==> config.mk <==
export PLATFORM = sky130hd
export DESIGN_NAME = imem_arbiter_flat
export DESIGN_NICKNAME = d
export VERILOG_FILES = /design/src/rtl/imem_arbiter_if.sv /design/src/rtl/imem_arbiter.sv /design/src/flat_wrapper.sv
export SDC_FILE = /design/constraint.sdc
export NUM_CORES = 1
export LEC_CHECK = 0
export BUFFER_PORTS_ARGS = -buffer_cell sky130_fd_sc_hd__buf_4
export CELL_PAD_IN_SITES_DETAIL_PLACEMENT = 0
export CELL_PAD_IN_SITES_GLOBAL_PLACEMENT = 1
export CORE_MARGIN = 4
export CORE_UTILIZATION = 28
export CTS_BUF_LIST = sky130_fd_sc_hd__clkbuf_4 sky130_fd_sc_hd__clkbuf_8
export DETAILED_ROUTE_END_ITERATION = 10
export GPL_TIMING_DRIVEN = 0
export PLACE_DENSITY = 0.8
export SYNTH_ARGS = -nofsm -noshare
export SYNTH_HDL_FRONTEND = slang
export SYNTH_SLANG_ARGS = --single-unit
==> constraint.sdc <==
create_clock -name clk -period 2.3 [get_ports clk]
set_clock_uncertainty 0.2 [all_clocks]
set_input_delay 0.46 -clock clk [delete_from_list [all_inputs] [get_ports clk]]
set_output_delay 0.46 -clock clk [all_outputs]
set_load 0.02 [all_outputs]
==> src/rtl/imem_arbiter_if.sv <==
// ---------------------------------------------------------------------------
// imem_arbiter_if
// Purpose : bundles the CPU fetch port, the program-loader handshake and the
//           instruction-memory port of the instruction-memory arbiter.
// Signals :
//   cpu_addr / cpu_data / cpu_stall     CPU fetch address, instruction, freeze
//   ld_start / ld_base / ld_count       burst request, first address, length
//   ld_valid / ld_data / ld_ready       loader word handshake
//   ld_done / words_written             burst-complete pulse, burst word count
//   mem_addr / mem_wdata / mem_we       instruction-memory write/read port
//   mem_rdata                           combinational memory read data
// Modports: slave  = the arbiter
//           master = the surroundings (CPU, loader and memory)
// ---------------------------------------------------------------------------
interface imem_arbiter_if #(
    parameter int bit_width  = 32,
    parameter int depth_log2 = 10
);
    logic [bit_width-1:0]  cpu_addr;
    logic [bit_width-1:0]  cpu_data;
    logic                  cpu_stall;
    logic                  ld_start;
    logic [depth_log2-1:0] ld_base;
    logic [depth_log2:0]   ld_count;
    logic                  ld_valid;
    logic [bit_width-1:0]  ld_data;
    logic                  ld_ready;
    logic                  ld_done;
    logic [depth_log2-1:0] mem_addr;
    logic [bit_width-1:0]  mem_wdata;
    logic                  mem_we;
    logic [bit_width-1:0]  mem_rdata;
    logic [depth_log2:0]   words_written;

    modport slave (
        input  cpu_addr, ld_start, ld_base, ld_count, ld_valid, ld_data, mem_rdata,
        output cpu_data, cpu_stall, ld_ready, ld_done,
               mem_addr, mem_wdata, mem_we, words_written
    );

    modport master (
        output cpu_addr, ld_start, ld_base, ld_count, ld_valid, ld_data, mem_rdata,
        input  cpu_data, cpu_stall, ld_ready, ld_done,
               mem_addr, mem_wdata, mem_we, words_written
    );
endinterface

==> src/rtl/imem_arbiter.sv <==
// ---------------------------------------------------------------------------
// imem_arbiter
// Purpose : shares a single instruction-memory port between the CPU fetch
//           path and a program loader. While idle the CPU fetches with zero
//           latency straight through the memory. A load burst stalls the CPU,
//           feeds NOPs, and writes loader words to consecutive (wrapping)
//           addresses. It then spends one DONE cycle pulsing ld_done before
//           returning the port to the CPU.
// Ports   :
//   clk  - single clock, rising edge
//   rst  - asynchronous, active-high reset
//   bus  - imem_arbiter_if.slave (CPU, loader and memory signals)
// ---------------------------------------------------------------------------
module imem_arbiter #(
    parameter int bit_width  = 32,
    parameter int depth_log2 = 10
) (
    input  logic           clk,
    input  logic           rst,
    imem_arbiter_if.slave  bus
);
    localparam logic [1:0] S_IDLE = 2'd0;
    localparam logic [1:0] S_LOAD = 2'd1;
    localparam logic [1:0] S_DONE = 2'd2;

    // A burst can never usefully exceed the memory size, so longer requests
    // are clamped to 2^depth_log2 words.
    localparam logic [depth_log2:0] MAX_WORDS = {1'b1, {depth_log2{1'b0}}};

    logic [1:0]            r_state;
    logic [depth_log2-1:0] r_ptr;
    logic [depth_log2:0]   r_remaining;
    logic [depth_log2:0]   r_words_written;

    logic                  w_in_load;
    logic                  w_accept;
    logic [depth_log2:0]   w_count_clamped;

    assign w_in_load       = (r_state == S_LOAD);
    assign w_accept        = w_in_load & bus.ld_valid;
    assign w_count_clamped = bus.ld_count[depth_log2] ? MAX_WORDS : bus.ld_count;

    always_ff @(posedge clk or posedge rst) begin
        if (rst) begin
            r_state         <= S_IDLE;
            r_ptr           <= '0;
            r_remaining     <= '0;
            r_words_written <= '0;
        end else begin
            case (r_state)
                S_IDLE: begin
                    if (bus.ld_start) begin
                        r_words_written <= '0;
                        if (bus.ld_count == '0) begin
                            // Empty burst: straight to the completion pulse.
                            r_state <= S_DONE;
                        end else begin
                            r_state     <= S_LOAD;
                            r_ptr       <= bus.ld_base;
                            r_remaining <= w_count_clamped;
                        end
                    end
                end
                S_LOAD: begin
                    // ld_start is deliberately not looked at here.
                    if (w_accept) begin
                        r_ptr           <= r_ptr + 1'b1;   // wraps at memory end
                        r_remaining     <= r_remaining - 1'b1;
                        r_words_written <= r_words_written + 1'b1;
                        if (r_remaining == {{depth_log2{1'b0}}, 1'b1}) begin
                            r_state <= S_DONE;
                        end
                    end
                end
                S_DONE: begin
                    r_state <= S_IDLE;
                end
                default: begin
                    r_state <= S_IDLE;
                end
            endcase
        end
    end

    // Output decode is purely combinational so the IDLE fetch path
    // cpu_addr -> mem_addr -> mem_rdata -> cpu_data has no register in it.
    always_comb begin
        bus.mem_addr  = bus.cpu_addr[depth_log2-1:0];
        bus.cpu_data  = '0;
        bus.cpu_stall = 1'b1;
        bus.ld_ready  = 1'b0;
        bus.ld_done   = 1'b0;
        case (r_state)
            S_IDLE: begin
                bus.cpu_data  = bus.mem_rdata;
                bus.cpu_stall = 1'b0;
            end
            S_LOAD: begin
                bus.mem_addr = r_ptr;
                bus.ld_ready = 1'b1;
            end
            S_DONE: begin
                bus.ld_done = 1'b1;
            end
            default: begin
                bus.cpu_stall = 1'b0;
            end
        endcase
    end

    assign bus.mem_we        = w_accept;
    assign bus.mem_wdata     = bus.ld_data;
    assign bus.words_written = r_words_written;

endmodule

==> src/flat_wrapper.sv <==
// flat-port wrapper written by rule: the top's interface ports become plain ports
module imem_arbiter_flat 
#(
    parameter int bit_width  = 32,
    parameter int depth_log2 = 10
)
  (clk, rst, bus_cpu_addr, bus_ld_start, bus_ld_base, bus_ld_count, bus_ld_valid, bus_ld_data, bus_mem_rdata, bus_cpu_data, bus_cpu_stall, bus_ld_ready, bus_ld_done, bus_mem_addr, bus_mem_wdata, bus_mem_we, bus_words_written);
  imem_arbiter_if #(.bit_width(bit_width), .depth_log2(depth_log2)) bus_i ();
  input  logic clk;
  input  logic rst;
  input wire logic [$bits(bus_i.cpu_addr)-1:0] bus_cpu_addr;
  input wire logic [$bits(bus_i.ld_start)-1:0] bus_ld_start;
  input wire logic [$bits(bus_i.ld_base)-1:0] bus_ld_base;
  input wire logic [$bits(bus_i.ld_count)-1:0] bus_ld_count;
  input wire logic [$bits(bus_i.ld_valid)-1:0] bus_ld_valid;
  input wire logic [$bits(bus_i.ld_data)-1:0] bus_ld_data;
  input wire logic [$bits(bus_i.mem_rdata)-1:0] bus_mem_rdata;
  output wire logic [$bits(bus_i.cpu_data)-1:0] bus_cpu_data;
  output wire logic [$bits(bus_i.cpu_stall)-1:0] bus_cpu_stall;
  output wire logic [$bits(bus_i.ld_ready)-1:0] bus_ld_ready;
  output wire logic [$bits(bus_i.ld_done)-1:0] bus_ld_done;
  output wire logic [$bits(bus_i.mem_addr)-1:0] bus_mem_addr;
  output wire logic [$bits(bus_i.mem_wdata)-1:0] bus_mem_wdata;
  output wire logic [$bits(bus_i.mem_we)-1:0] bus_mem_we;
  output wire logic [$bits(bus_i.words_written)-1:0] bus_words_written;
  assign bus_i.cpu_addr = bus_cpu_addr;
  assign bus_i.ld_start = bus_ld_start;
  assign bus_i.ld_base = bus_ld_base;
  assign bus_i.ld_count = bus_ld_count;
  assign bus_i.ld_valid = bus_ld_valid;
  assign bus_i.ld_data = bus_ld_data;
  assign bus_i.mem_rdata = bus_mem_rdata;
  assign bus_cpu_data = bus_i.cpu_data;
  assign bus_cpu_stall = bus_i.cpu_stall;
  assign bus_ld_ready = bus_i.ld_ready;
  assign bus_ld_done = bus_i.ld_done;
  assign bus_mem_addr = bus_i.mem_addr;
  assign bus_mem_wdata = bus_i.mem_wdata;
  assign bus_mem_we = bus_i.mem_we;
  assign bus_words_written = bus_i.words_written;
  imem_arbiter #(.bit_width(bit_width), .depth_log2(depth_log2)) u_core (.clk(clk), .rst(rst), .bus(bus_i));
endmodule
==> impl_metrics.toml <==
[run_status]
status = "complete, but fails checks"
violations = "setup timing"

[layout]
n_antenna_cell = 0
fillCellCount = 986
fin_util_pct = 47.62
drive_gt1_share_pct = 50.97
register_area_um2 = 850.8
finalInstanceArea_mm2 = 0.004676
multi_input_area_mm2 = 0.001699
areaGrowthSynthToFinish_pct = 64.55
nNetsFinal = 645

[floorplan]
die_y_um = 108.7
core_area_mm2 = 0.009819
num_io_pins = 210
start_util_pct = 28.94
rows = 36
die_w_um = 108.7
die-area_mm2 = 0.01182

[run]
maxCapViolCount = 0

[clocking]
clock_latency_ns = 0.30
cts.path.max_buffers = 2
cts_tree = "done"
cts-root-buf = "clkbuf_8"
numCtsBuffers = 5
clk_pin_slew_worst_paths_ns = 0.08
h-tree-depth = 2
clkSinkCount = 34

[worst_setup_path]
cp_cell_sequence = "inv_2 -> ha_4 -> clkbuf_16 -> clkbuf_16 -> mux2_4 -> buf_6"
cp_max_fo = 7
crit_slowest_cell = "dfrtp_1"
slowest_delay_ns = 0.40
crit_arrival_ns = 1.69
critPathCaptureType = "output pin"
cp.required_ns = 1.64
crit_top_cell = "clkbuf_16"
path_class = "flip-flop to output pin"
startpoint_type = "flip-flop"

[synth]
synthDistinctLibCells = 58
synth_area_mm2 = 0.002841
synth_area_per_cell_um2 = 8.357
synthArstFlopShare_pct = 100.0
yosys_register_bits = 34
syn_inst = 340
syn-num-nets = 468
synth_edf_count = 0
synth_top_flop_cell = "dfrtp_1"
synth_warnings = 0
seq_area_frac_synth_pct = 29.94

[timing]
rsz0062_at_grt = "true"
slew_viol_final = 0
worst_hold_slack_ns = 0.09992
hold_viol_final = 0
setup_ws_ns = -0.05264
worst_pin_slew_ns = 0.7643
fmax_ghz = 0.4251
setup_viol = 11
slew_headroom_pct = 48.97
fin_crit_ns = 2.353
fin_crit_sh_pct = 102.3

[grt]
grt_max_degree = 35
grt_pass1_wl_um = 15970
gr-max-usage-layer = "met2"
grt_pass1_vias = 3119
grtUsageMet3_pct = 3.552
grt_use_total_pct = 16.88
grt-ovfl-total = 0
use_met2_pct = 28.29
gr-usage-met1_pct = 22.68
antenna_found_initial = 0

[power_and_ir_drop]
seqPwrFrac_pct = 19.9
switching_share_pct = 45.55
p_switching_uw = 2549
p_comb_share_pct = 70.0
p_clk_share_pct = 10.2
total_power_uw = 5595
max-vdd-ir-drop_mv = 0.7184
p_per_area_mw_per_mm2 = 1197
p_leak_uw = 0.002237
intPower_uw = 3047

[worst_hold_path]
hold_class = "input port to async pin"

[placement]
port_buffers = 154
dpl_worst_slack_ns = -0.4237
place_area_mm2 = 0.004168
dp_hpwl_um = 7628
gp_congestion = 0.8405

[routing]
wl_per_cell_um = 15.80
drt-total-wl_um = 10290
dr.pass1.iters = 4
vias_per_cell = 5.023
ant_nets = 0
drt_iter0_markers = 192
drc = 0
num_vias = 3270
## cell usage after synthesis, drive strengths merged (9+ instances only)
master  number  area share [%]
a21oi       13             2.3
and2        35             7.7
buf         37             9.7
clkbuf      13             2.1
dfrtp       34              30
inv         14             1.8
mux2         9             3.8
nand2       17             2.2
nand3       20             3.5
nor2        14             1.8
o21ai       29             5.2
or3          9             2.1
## layout by cell type, fill, tap and decap left out, drive strengths merged, types with 9 or more instances in the layout
cell type | netlist | routed
buf | 37 | 210
and2 | 35 | 35
dfrtp | 34 | 34
o21ai | 29 | 29
nand3 | 20 | 20
nand2 | 17 | 17
clkbuf | 13 | 15
nor2 | 14 | 14
inv | 14 | 14
a21oi | 13 | 13
mux2 | 9 | 9
or3 | 9 | 9
## critical path, delay by kind of cell, from the launching register on
family                   cells  cell delay (ns)
adder cells (fa/ha/maj)      1             0.16
buffers and inverters        4             0.53
flip-flops                   1             0.40
multiplexers                 1             0.30
## power groups by stage
stage / clock [uW] / combinational [uW] / sequential (uW)
after floorplan: 0 / 2100 / 1040
after global placement: 0 / 3170 / 1080
after detailed placement: 0 / 3210 / 1090
after global routing: 605 / 4240 / 1150
after CTS: 575 / 3760 / 1090
final: 568 / 3920 / 1110
## cells by family after synthesis
logic type	after synthesis	synth area share, %
AO/OA/AOI/OAI	82	18.76
XOR/XNOR	2	0.6166
adder cells (fa/ha/maj)	7	3.082
buffers and inverters	65	13.78
flip-flops	34	29.94
multiplexers	12	4.888
AND/OR/NAND/NOR	138	28.93
## stage by stage
step	setup TNS [ns]	cells
3_5_place_dp	-6.683	627
3_3_place_gp	-6.523	627
5_1_grt	-2.574	651
4_1_cts	-0.1820	646
6_report	-0.3516	651
2_1_floorplan	0	340
## final cells by class
| cell class | count | area share, % |
|---|---|---|
| Multi-Input combinational cell | 241 | 36.34 |
| Timing Repair Buffer | 170 | 28.45 |
| Sequential cell | 34 | 18.20 |
| Buffer | 50 | 9.847 |
| Tap cell | 133 | 3.559 |
| Clock buffer | 5 | 1.472 |
| Inverter | 15 | 1.284 |
| Clock inverter | 3 | 0.8563 |
## per-layer routing
| metal | wire length (um) | vias up |
|---|---|---|
| met1 | 4278 | 1527 |
| met2 | 5045 | 169 |
| met3 | 887 | 8 |
| met5 | 0 | - |
| li1 | - | 1566 |
| met4 | 77 | 0 |
## registers in the layout, summed over array words and instances, names as in the netlist
name	flops
u_core.bus.words_written	11
u_core.r_state	2
u_core.r_ptr	10
u_core.r_remaining	11
## repair_timing
item / CTS / global route
gates resized for setup: 50 / 23
hold buffers: 0 / 0
pin swaps: 5 / 2
buffers inserted: 11 / 5
endpoints found under the setup margin: 46 / 62
gates cloned: 0 / 0
## worst paths after layout
kind	start	endpoint	slack, ns	cells after the start
max in group asynchronous	rst	u_core.r_remaining[2]$_DFFE_PP0P_	1.31	2
worst min register to register	u_core.r_remaining[8]$_DFFE_PP0P_	u_core.r_remaining[8]$_DFFE_PP0P_	0.34	1
min in group clk	bus_ld_base[3]	u_core.r_ptr[3]$_DFFE_PP0P_	0.23	3
worst max register to register	u_core.r_state[1]$_DFFE_PP0P_	u_core.bus.words_written[10]$_DFFE_PP0P_	0.11	7
worst min-delay path	rst	u_core.bus.words_written[9]$_DFFE_PP0P_	0.1	2
worst max-delay path	u_core.r_state[1]$_DFFE_PP0P_	bus_mem_addr[6]	-0.05	6
Note: power is estimated with default switching activity, not from simulation.
